`config.mk`:
```
export PLATFORM = sky130hd
export DESIGN_NAME = sc_spi_tgt_flat
export DESIGN_NICKNAME = d
export VERILOG_FILES = /design/src/rtl/sc_spi_tgt_if.sv /design/src/rtl/sc_spi_tgt.sv /design/src/flat_wrapper.sv
export SDC_FILE = /design/constraint.sdc
export NUM_CORES = 1
export LEC_CHECK = 0
export BUFFER_PORTS_ARGS = -buffer_cell sky130_fd_sc_hd__buf_2
export CAP_MARGIN = 20
export CELL_PAD_IN_SITES_DETAIL_PLACEMENT = 0
export CELL_PAD_IN_SITES_GLOBAL_PLACEMENT = 1
export CORE_ASPECT_RATIO = 1.25
export CORE_MARGIN = 10
export CORE_UTILIZATION = 39
export DETAILED_ROUTE_END_ITERATION = 10
export GPL_TIMING_DRIVEN = 0
export PLACE_DENSITY_LB_ADDON = 0.1
export SLEW_MARGIN = 20
export SYNTH_ARGS = -nofsm -noshare
export SYNTH_HDL_FRONTEND = slang
export SYNTH_SLANG_ARGS = --single-unit
```
`constraint.sdc`:
```
create_clock -name SYSCLK -period 4.76 [get_ports SYSCLK]
set_clock_uncertainty 0.05 [all_clocks]
set_input_delay 0.952 -clock SYSCLK [delete_from_list [all_inputs] [get_ports SYSCLK]]
set_output_delay 0.952 -clock SYSCLK [all_outputs]
set_load 0.01 [all_outputs]
```
`src/rtl/sc_spi_tgt_if.sv`:
```
// Register-side port of the SPI target: transmit word supply and
// received-word valid/ack handshake.
interface sc_spi_tgt_if #(
    parameter int MAXW = 32
);
    logic [MAXW-1:0] TXDATA;
    logic            TXREQ;
    logic [MAXW-1:0] RXDATA;
    logic            RXVALID;
    logic            RXACK;
    logic            RXOVR;

    modport master (output TXDATA, RXACK, input TXREQ, RXDATA, RXVALID, RXOVR);
    modport slave  (input TXDATA, RXACK, output TXREQ, RXDATA, RXVALID, RXOVR);
endinterface

```
`src/rtl/sc_spi_tgt.sv`:
```
// SPI target engine: oversamples SCK/CSB/MOSI in SYSCLK, deserialises MOSI,
// serialises a preloaded word onto MISO, hands words over via valid/ack.
module sc_spi_tgt #(
    parameter int MAXW = 32
) (
    input  logic        SYSCLK,
    input  logic        SYSRSTB,
    input  logic        CPOL,
    input  logic        CPHA,
    input  logic        BORDER,
    input  logic [5:0]  DWIDTH,
    output logic        XABORT,
    output logic        TGTBUSY,
    input  logic        SCK,
    input  logic        CSB,
    input  logic        MOSI,
    output logic        MISO,
    output logic        MISO_OE,
    sc_spi_tgt_if.slave rif
);
    localparam int CW = $clog2(MAXW + 1);

    typedef enum logic {tIDLE, tSHIFT} state_t;
    state_t state, state_nxt;

    logic [2:0]      sck_s, csb_s, mosi_s;
    logic            cpol_l, cpha_l, lsb_l;
    logic [CW-1:0]   w_in, w_l, bit_cnt;
    logic [MAXW-1:0] tx_sr, rx_sr, rx_data, ld_word, rx_word;
    logic            miso_q, tx_req, rx_valid, rx_ovr, xabort;
    logic            sck_rise, sck_fall, csb_rise, csb_fall;
    logic            lead, trail, samp, shft, done;

    // Pre-align so the first bit to transmit sits at the shift-out end.
    function automatic logic [MAXW-1:0] align(input logic [MAXW-1:0] d,
                                              input logic [CW-1:0] w, input logic lsb);
        return lsb ? d : (d << (CW'(MAXW) - w));
    endfunction

    always_ff @(posedge SYSCLK or negedge SYSRSTB) begin
        if (!SYSRSTB) begin
            sck_s  <= 3'b000;
            csb_s  <= 3'b111;
            mosi_s <= 3'b000;
        end else begin
            sck_s  <= {sck_s[1:0], SCK};
            csb_s  <= {csb_s[1:0], CSB};
            mosi_s <= {mosi_s[1:0], MOSI};
        end
    end

    assign sck_rise = sck_s[1] & ~sck_s[2];
    assign sck_fall = ~sck_s[1] & sck_s[2];
    assign csb_rise = csb_s[1] & ~csb_s[2];
    assign csb_fall = ~csb_s[1] & csb_s[2];
    assign lead     = cpol_l ? sck_fall : sck_rise;
    assign trail    = cpol_l ? sck_rise : sck_fall;
    assign samp     = cpha_l ? trail : lead;
    assign shft     = cpha_l ? lead : trail;
    assign done     = (state == tSHIFT) && (bit_cnt == w_l);

    always_comb begin
        w_in = CW'(MAXW);
        if (DWIDTH != '0 && 32'(DWIDTH) <= MAXW) w_in = CW'(DWIDTH);
    end

    assign ld_word = align(rif.TXDATA, w_in, BORDER);
    // LSB-first words accumulate at the top of rx_sr; bring them down.
    assign rx_word = lsb_l ? (rx_sr >> (CW'(MAXW) - w_l)) : rx_sr;

    always_ff @(posedge SYSCLK or negedge SYSRSTB) begin
        if (!SYSRSTB) state <= tIDLE;
        else          state <= state_nxt;
    end

    always_comb begin
        state_nxt = state;
        case (state)
            tIDLE:   if (csb_fall) state_nxt = tSHIFT;
            tSHIFT:  if (csb_rise) state_nxt = tIDLE;
            default: state_nxt = tIDLE;
        endcase
    end

    always_comb begin
        TGTBUSY = 1'b0;
        MISO_OE = 1'b0;
        if (state == tSHIFT) begin
            TGTBUSY = 1'b1;
            MISO_OE = 1'b1;
        end
    end

    always_ff @(posedge SYSCLK or negedge SYSRSTB) begin
        if (!SYSRSTB) begin
            cpol_l   <= 1'b0;
            cpha_l   <= 1'b0;
            lsb_l    <= 1'b0;
            w_l      <= CW'(MAXW);
            bit_cnt  <= '0;
            tx_sr    <= '0;
            rx_sr    <= '0;
            rx_data  <= '0;
            miso_q   <= 1'b0;
            tx_req   <= 1'b0;
            rx_valid <= 1'b0;
            rx_ovr   <= 1'b0;
            xabort   <= 1'b0;
        end else begin
            tx_req <= 1'b0;
            rx_ovr <= 1'b0;
            xabort <= 1'b0;
            if (rif.RXACK) rx_valid <= 1'b0;
            if (state == tIDLE) begin
                if (csb_fall) begin
                    cpol_l  <= CPOL;
                    cpha_l  <= CPHA;
                    lsb_l   <= BORDER;
                    w_l     <= w_in;
                    bit_cnt <= '0;
                    rx_sr   <= '0;
                    tx_req  <= 1'b1;
                    // CPHA=0: the first bit must be on MISO before the first edge.
                    if (CPHA) begin
                        tx_sr  <= ld_word;
                        miso_q <= 1'b0;
                    end else begin
                        tx_sr  <= BORDER ? (ld_word >> 1) : (ld_word << 1);
                        miso_q <= BORDER ? ld_word[0] : ld_word[MAXW-1];
                    end
                end
            end else begin
                if (done) begin
                    rx_data  <= rx_word;
                    rx_valid <= 1'b1;
                    rx_ovr   <= rx_valid & ~rif.RXACK;
                    bit_cnt  <= '0;
                    rx_sr    <= '0;
                    tx_sr    <= align(rif.TXDATA, w_l, lsb_l);
                    tx_req   <= 1'b1;
                end else if (!csb_rise) begin
                    if (samp) begin
                        rx_sr   <= lsb_l ? {mosi_s[2], rx_sr[MAXW-1:1]}
                                         : {rx_sr[MAXW-2:0], mosi_s[2]};
                        bit_cnt <= bit_cnt + CW'(1);
                    end
                    if (shft) begin
                        miso_q <= lsb_l ? tx_sr[0] : tx_sr[MAXW-1];
                        tx_sr  <= lsb_l ? (tx_sr >> 1) : (tx_sr << 1);
                    end
                end
                if (csb_rise) begin
                    xabort <= (bit_cnt != '0) && !done;
                    miso_q <= 1'b0;
                end
            end
        end
    end

    assign MISO        = miso_q;
    assign XABORT      = xabort;
    assign rif.TXREQ   = tx_req;
    assign rif.RXDATA  = rx_data;
    assign rif.RXVALID = rx_valid;
    assign rif.RXOVR   = rx_ovr;
endmodule

```
`src/flat_wrapper.sv`:
```
// flat-port wrapper written by rule: the top's interface ports become plain ports
module sc_spi_tgt_flat 
#(
    parameter int MAXW = 32
)
  (SYSCLK, SYSRSTB, CPOL, CPHA, BORDER, DWIDTH, XABORT, TGTBUSY, SCK, CSB, MOSI, MISO, MISO_OE, rif_TXDATA, rif_RXACK, rif_TXREQ, rif_RXDATA, rif_RXVALID, rif_RXOVR);
  sc_spi_tgt_if #(.MAXW(MAXW)) rif_i ();
  input  logic SYSCLK;
  input  logic SYSRSTB;
  input  logic CPOL;
  input  logic CPHA;
  input  logic BORDER;
  input  logic [5:0] DWIDTH;
  output logic XABORT;
  output logic TGTBUSY;
  input  logic SCK;
  input  logic CSB;
  input  logic MOSI;
  output logic MISO;
  output logic MISO_OE;
  input wire logic [$bits(rif_i.TXDATA)-1:0] rif_TXDATA;
  input wire logic [$bits(rif_i.RXACK)-1:0] rif_RXACK;
  output wire logic [$bits(rif_i.TXREQ)-1:0] rif_TXREQ;
  output wire logic [$bits(rif_i.RXDATA)-1:0] rif_RXDATA;
  output wire logic [$bits(rif_i.RXVALID)-1:0] rif_RXVALID;
  output wire logic [$bits(rif_i.RXOVR)-1:0] rif_RXOVR;
  assign rif_i.TXDATA = rif_TXDATA;
  assign rif_i.RXACK = rif_RXACK;
  assign rif_TXREQ = rif_i.TXREQ;
  assign rif_RXDATA = rif_i.RXDATA;
  assign rif_RXVALID = rif_i.RXVALID;
  assign rif_RXOVR = rif_i.RXOVR;
  sc_spi_tgt #(.MAXW(MAXW)) u_core (.SYSCLK(SYSCLK), .SYSRSTB(SYSRSTB), .CPOL(CPOL), .CPHA(CPHA), .BORDER(BORDER), .DWIDTH(DWIDTH), .XABORT(XABORT), .TGTBUSY(TGTBUSY), .SCK(SCK), .CSB(CSB), .MOSI(MOSI), .MISO(MISO), .MISO_OE(MISO_OE), .rif(rif_i));
endmodule
```
## Word level (Yosys, flattened, before mapping)

Index checks and enable logic that the tools add are counted.

| word-level totals | value |
|---|---|
| bits in registers | 126 |
| word-level logic and storage cells | 101 |

| operators by class | value |
|---|---|
| add/sub/neg operators | 3 |
| magnitude comparators | 1 |
| eq/ne operators | 6 |
| shift operators | 3 |
| multiplexer cells | 48 |
| bitwise logic cells | 11 |
| reduce and logical (&&, ||, !) cells | 12 |

Operator list:

| operator | number |
|---|---|
| 32-bit 2-to-1 mux | 17 |
| 32-bit by 6-bit << shifter with 32-bit output | 2 |
| 6-bit 2-to-1 mux | 6 |
| 32-bit by 6-bit right shift with 32-bit output | 1 |
| 1-bit 2-to-1 mux | 24 |
| 3-bit != test (second input constant) | 5 |
| 6-bit nonzero test | 2 |
| 6-bit subtractor (first input constant) | 2 |
| 3-bit AND reduction | 3 |
| 6-bit by 1-bit adder with 6-bit output (second input constant) | 1 |
| 6-bit == test | 1 |
| 6-bit <= comparator (second input constant) | 1 |
| 1-bit inverter | 6 |
| 1-bit bitwise AND | 5 |
| 2-bit AND reduction | 2 |
| 1-bit logical AND | 3 |
| 1-bit case mux with 2 select lines | 1 |
| 2-bit nonzero test | 1 |
| 1-bit logical NOT | 1 |

## Depth between registers and ports, before layout

| logic depth | value |
|---|---|
| word-level depth | 10 |
| depth in mapped cells | 16 |

## Worst setup path after synthesis

No wires, ideal clock.

| timing | value |
|---|---|
| path type | input-to-reg |
| start point | input DWIDTH[5] |
| end point | register u_core.tx_sr[18] |
| library setup time | 142 ps |
| arrival time | 3687 ps |
| data required time | 4568 ps |
| slack | 881 ps |
| stages on the path | 15 |
| buffers on the path | 6 |
| cell sequence | buf_6 > nor2b_4 > buf_6 > inv_2 > clkbuf_1 > ha_1 > buf_2 > buf_2 > buf_1 > mux4_2 > mux4_2 > nand2_1 > a31oi_1 > a21oi_1 > a31oi_1 |

| on the way | value |
|---|---|
| word-level cells in the longest chain between the ends | 10 |

RTL lines:

| element | line | RTL |
|---|---|---|
| start, declared | flat_wrapper.sv:13 | `input logic [5:0] DWIDTH;` |
| 6-bit <= comparator / 6-bit nonzero test (equally long branches) | sc_spi_tgt.sv:64 | `if (DWIDTH != '0 && 32'(DWIDTH) <= MAXW) w_in = CW'(DWIDTH);` |
| 1-bit logical AND | sc_spi_tgt.sv:64 |  |
| 6-bit 2-to-1 mux (*) | sc_spi_tgt.sv:64 |  |
| 6-bit subtractor (*) | sc_spi_tgt.sv:37 | `return lsb ? d : (d << (CW'(MAXW) - w));` |
| 32-bit by 6-bit << shifter with 32-bit output (*) | sc_spi_tgt.sv:37 |  |
| 32-bit 2-to-1 mux (*) | sc_spi_tgt.sv:37 |  |
| 32-bit 2-to-1 mux | sc_spi_tgt.sv:128 | `tx_sr <= BORDER ? (ld_word >> 1) : (ld_word << 1);` |
| 32-bit 2-to-1 mux (*) | sc_spi_tgt.sv:124 | `if (CPHA) begin` |
| 32-bit 2-to-1 mux (*) | sc_spi_tgt.sv:115 | `if (csb_fall) begin` |
| 32-bit 2-to-1 mux (*) | sc_spi_tgt.sv:114 | `if (state == tIDLE) begin` |
| end signal, assigned | sc_spi_tgt.sv:125 | `tx_sr <= ld_word;` |
| end signal, assigned | sc_spi_tgt.sv:128 |  |
| end signal, assigned | sc_spi_tgt.sv:139 | `tx_sr <= align(rif.TXDATA, w_l, lsb_l);` |
| end, declared | sc_spi_tgt.sv:29 | `logic [MAXW-1:0] tx_sr, rx_sr, rx_data, ld_word, rx_word;` |

Every way passes the cells marked *; elsewhere a longest branch is shown, timed or not. The select of a mux whose other input is x is not followed.
A chain may end at the register's enable or synchronous reset.

## Final worst setup path

| timing | value |
|---|---|
| start point | register u_core.w_l[0] |
| end point | register u_core.rx_data[1], in the netlist u_core.rif.RXDATA[1] |

| on the way | value |
|---|---|
| word-level cells in the longest chain between the ends | 3 |

RTL lines:

| element | line | RTL |
|---|---|---|
| start, declared | sc_spi_tgt.sv:28 | `logic [CW-1:0] w_in, w_l, bit_cnt;` |
| start signal, assigned | sc_spi_tgt.sv:99 | `w_l <= CW'(MAXW);` |
| start signal, assigned | sc_spi_tgt.sv:119 | `w_l <= w_in;` |
| 6-bit subtractor / 6-bit == test (equally long branches) | sc_spi_tgt.sv:69, sc_spi_tgt.sv:60 |  |
| 32-bit by 6-bit right shift with 32-bit output / 1-bit logical AND (equally long branches) | sc_spi_tgt.sv:69, sc_spi_tgt.sv:60 |  |
| 32-bit 2-to-1 mux / 2-bit AND reduction (equally long branches) | n/a |  |
| end signal, assigned | sc_spi_tgt.sv:134 | `rx_data <= rx_word;` |
| end, declared | sc_spi_tgt.sv:29 |  |

Parallel ways exist; a longest one is shown, timed or not.

==> impl_results.md <==
- Critical Path Source: u_core.w_l[0]
- Register area share after synthesis: 24.38%
- WL final: 70640 um
- Hold-critical path depth: 0
- Largest fanout on the critical path: 10
- Clock Latency Late Sink: 470 ps
- Initial Util: 39.52%
- Crit-path cells: buf_4 -> buf_6 -> buf_4 -> buf_6 -> inv_1 -> ha_1 -> buf_2 -> clkbuf_2 -> mux4_2 -> mux2i_1 -> a21oi_1 -> a21oi_1 -> o221ai_1 -> o21a_1
- Slew headroom: 23.95%
- Diode count: 0
- Fin area: 0.01455 mm2
- CP Capture Type: flop
- Die area: 0.04095 mm2
- Syn Std Cell Area: 0.01295 mm2
- Yosys top cell by area: dfrtp_1
- Clock Path Buffers: 2
- Count of input and output buffers: 77
- Placed cells: 1974
- GRT Util Overall: 34.11%
- Power per Cell Area: 441.7 mW/mm2
- RSZ-0062 raised after global routing: no
- Async S/R FF share, synth: 100.0%
- Final Util: 44.38%
- Data required time of the worst path: 5070 ps
- VDD IR max: 0.2596 mV
- Number of global-route vias before repair: 14000
- H-tree depth: 4
- Slowest-stage cell, CP: mux2i_1
- FF-to-FF setup slack: 160 ps
- Terminus of the critical flop-to-flop path: u_core.rif.RXDATA[1]
- Clock slew at reported path FFs: 70 ps
- Post-synth EDFFs: 0
- Most common cell in the netlist: nand2_1
- Total CTS buffers: 17
- Row Count: 74
- Final RePlAce weighted congestion: 1.038
- Final period util: 96.55%
- Count of final setup violators: 0
- Slew @ Worst Pin: 1134 ps
- Syn_nets: 1529
- Post-synth top cells: nand2_1, a21oi_1, mux2i_1
- YS warnings: 0
- Syn Area/Cell: 8.764 um2
- CP bufs+invs: 7
- Initial DRC count: 1705
- Die width: 183.0 um
- Overflow after GRT: 0
- Worst setup path end: u_core.rif.RXDATA[1]
- CTS hold repair buffers: 0
- Fmax: 0.2176 GHz
- TritonCTS clock tree: done
- Post-synthesis cell type count: 88
- Io pins: 86
- Placed cell areas: 0.01391 mm2
- Post-DRT Antenna Nets: 0
- Data arrival, critical path: 4910 ps
- RR Startpoint: u_core.w_l[0]
- DP HPWL: 53990 um
- Share of cells above drive strength 1: 21.28%
- Cells after Synth: 1478
- Status: finished, final reports clean
- Post-synth top area share: 23.57%
- Vias per Instance: 6.955
- Largest net degree at the start of global routing: 74
- Crit-path max cell delay: 590 ps
- Core area: 0.03278 mm2
- Via count of the routed design: 13950
- Reg2reg path depth: 14
- Clock Sinks: 126
- Layout Cells excl Fill: 2006
- Register bit total from synthesis: 126
- Clk root buf: clkbuf_16
- Hold WC Path Type: flop to flop
- Most used DFF post-synth: dfrtp_1
- First-pass GRT wire length: 101200 um
- Drt first pass iters: 6
- Layout Nets: 1626
- Area grow syn2layout: 12.31%
- DR WL/cell: 35.21 um
- Crit path depth: 14
- Critical Path Source Type: flop
- Die Span Y: 223.8 um
- Minimum clock period: 4596 ps
- Critical path class: flop to flop
- Max_cap viols: 0
- DRC errors left: 0
- Initial antenna violation count: 0
- Post-CTS Repair Setup Buffers: 0
- Synth area leaders: dfrtp_1, mux4_2, mux2i_1, nand2_1, a21oi_1
- Final Hold Viols: 0
- Leak: 5.731 nW
- CP delay by family, top: buffers and inverters
- Max Slew Vio Count: 0
per-stage QoR:
stage	TNS, ps	power, mW	setup WS (ps)	hold slack (ps)
floorplan	0	3.616	880.9	281.2
global placement	-1872	4.921	-348.5	282.3
detailed placement	-905.8	4.909	-305.0	286.3
CTS	0	6.256	145.1	301.4
global route	0	6.662	19.52	309.4
finish	0	6.425	164.2	298.8
timing repair:
item / in CTS / in global routing
pin swaps: 0 / 0
gates resized for setup: 1 / 15
setup endpoints to repair: 1 / 18
layout by cell type (no fill, tap or decap), types with 15 or more instances in the layout:
cell type  count
nand2_1      190
a21oi_1      128
dfrtp_1      122
mux2i_1      120
buf_2        113
clkbuf_1      88
nor2_1        88
mux4_2        74
o21ai_0       59
mux2_2        54
o31ai_1       40
nand3_1       38
o21ai_1       34
nor2b_1       29
a221oi_1      22
nor3_1        19
a311oi_1      17
o221ai_1      17
clkbuf_16     17
a31oi_1       16
inv_1         15
worst min path at each step:
stage / start / end / slack [ps]
floorplan: u_core.mosi_s[0] / u_core.mosi_s[1] / 280
detailed placement: u_core.mosi_s[0] / u_core.mosi_s[1] / 290
CTS: u_core.mosi_s[0] / u_core.mosi_s[1] / 300
global route: u_core.csb_s[0] / u_core.csb_s[1] / 310
finish: u_core.mosi_s[0] / u_core.mosi_s[1] / 300
global placement: u_core.mosi_s[1] / u_core.mosi_s[2] / 280
state kept, by name, summed over array words and instances (netlist names):
| register | cells |
|---|---|
| u_core.rif.RXDATA | 32 |
| u_core.rx_sr | 32 |
| u_core.tx_sr | 32 |
| u_core.bit_cnt | 6 |
| u_core.w_l | 6 |
| u_core.csb_s | 3 |
| u_core.mosi_s | 3 |
| u_core.sck_s | 3 |
| u_core.MISO | 1 |
| u_core.XABORT | 1 |
| u_core.cpha_l | 1 |
| u_core.cpol_l | 1 |
| u_core.lsb_l | 1 |
| u_core.rif.RXOVR | 1 |
| u_core.rif.RXVALID | 1 |
| u_core.rif.TXREQ | 1 |
| u_core.state | 1 |
layout make-up:
class | count | area [um2]
clock inverter | 13 | 128.9
clock buffer | 19 | 452.9
tap | 418 | 523.0
timing repair buffer | 78 | 422.9
inverter | 19 | 71.32
sequential | 126 | 3158
multi-input combinational | 1174 | 9002
buffer | 159 | 788.3
fill | 3335 | 18230
power by group:
part	switching, mW	internal [mW]
combinational	2.35	1.20
sequential	0.228	1.30
clock	0.592	0.755
total	3.17	3.25
metal layers:
metal / GRT usage [%] / wire, um / vias up / share of wire [%]
met3: 7.190 / 5484 / 313 / 7.8
met1: 35.85 / 24240 / 6907 / 34
met5: 0 / 0 / - / 0
met2: 57.61 / 34170 / 915 / 48
met4: 28.58 / 6745 / 0 / 9.5
li1: - / - / 5817 / -
logic make-up after synthesis:
logic type | after synthesis | share of synthesized area [%]
mux | 264 | 28.30
buf+inv | 178 | 6.597
xor+xnor | 15 | 1.217
simple gates | 434 | 15.62
fa+ha+maj | 4 | 0.3864
flops | 126 | 24.38
compound gates | 457 | 23.50
worst register-to-register path, stage by stage, from the launching register on:
cell      delay (ps)
dfrtp_1          480
buf_4            250
buf_6            220
buf_4            270
buf_6            220
inv_1            110
ha_1             400
buf_2            300
clkbuf_2         370
mux4_2           400
mux2i_1          590
a21oi_1          320
a21oi_1          240
o221ai_1         130
o21a_1           150
Power figures use the tool's default switching activity.
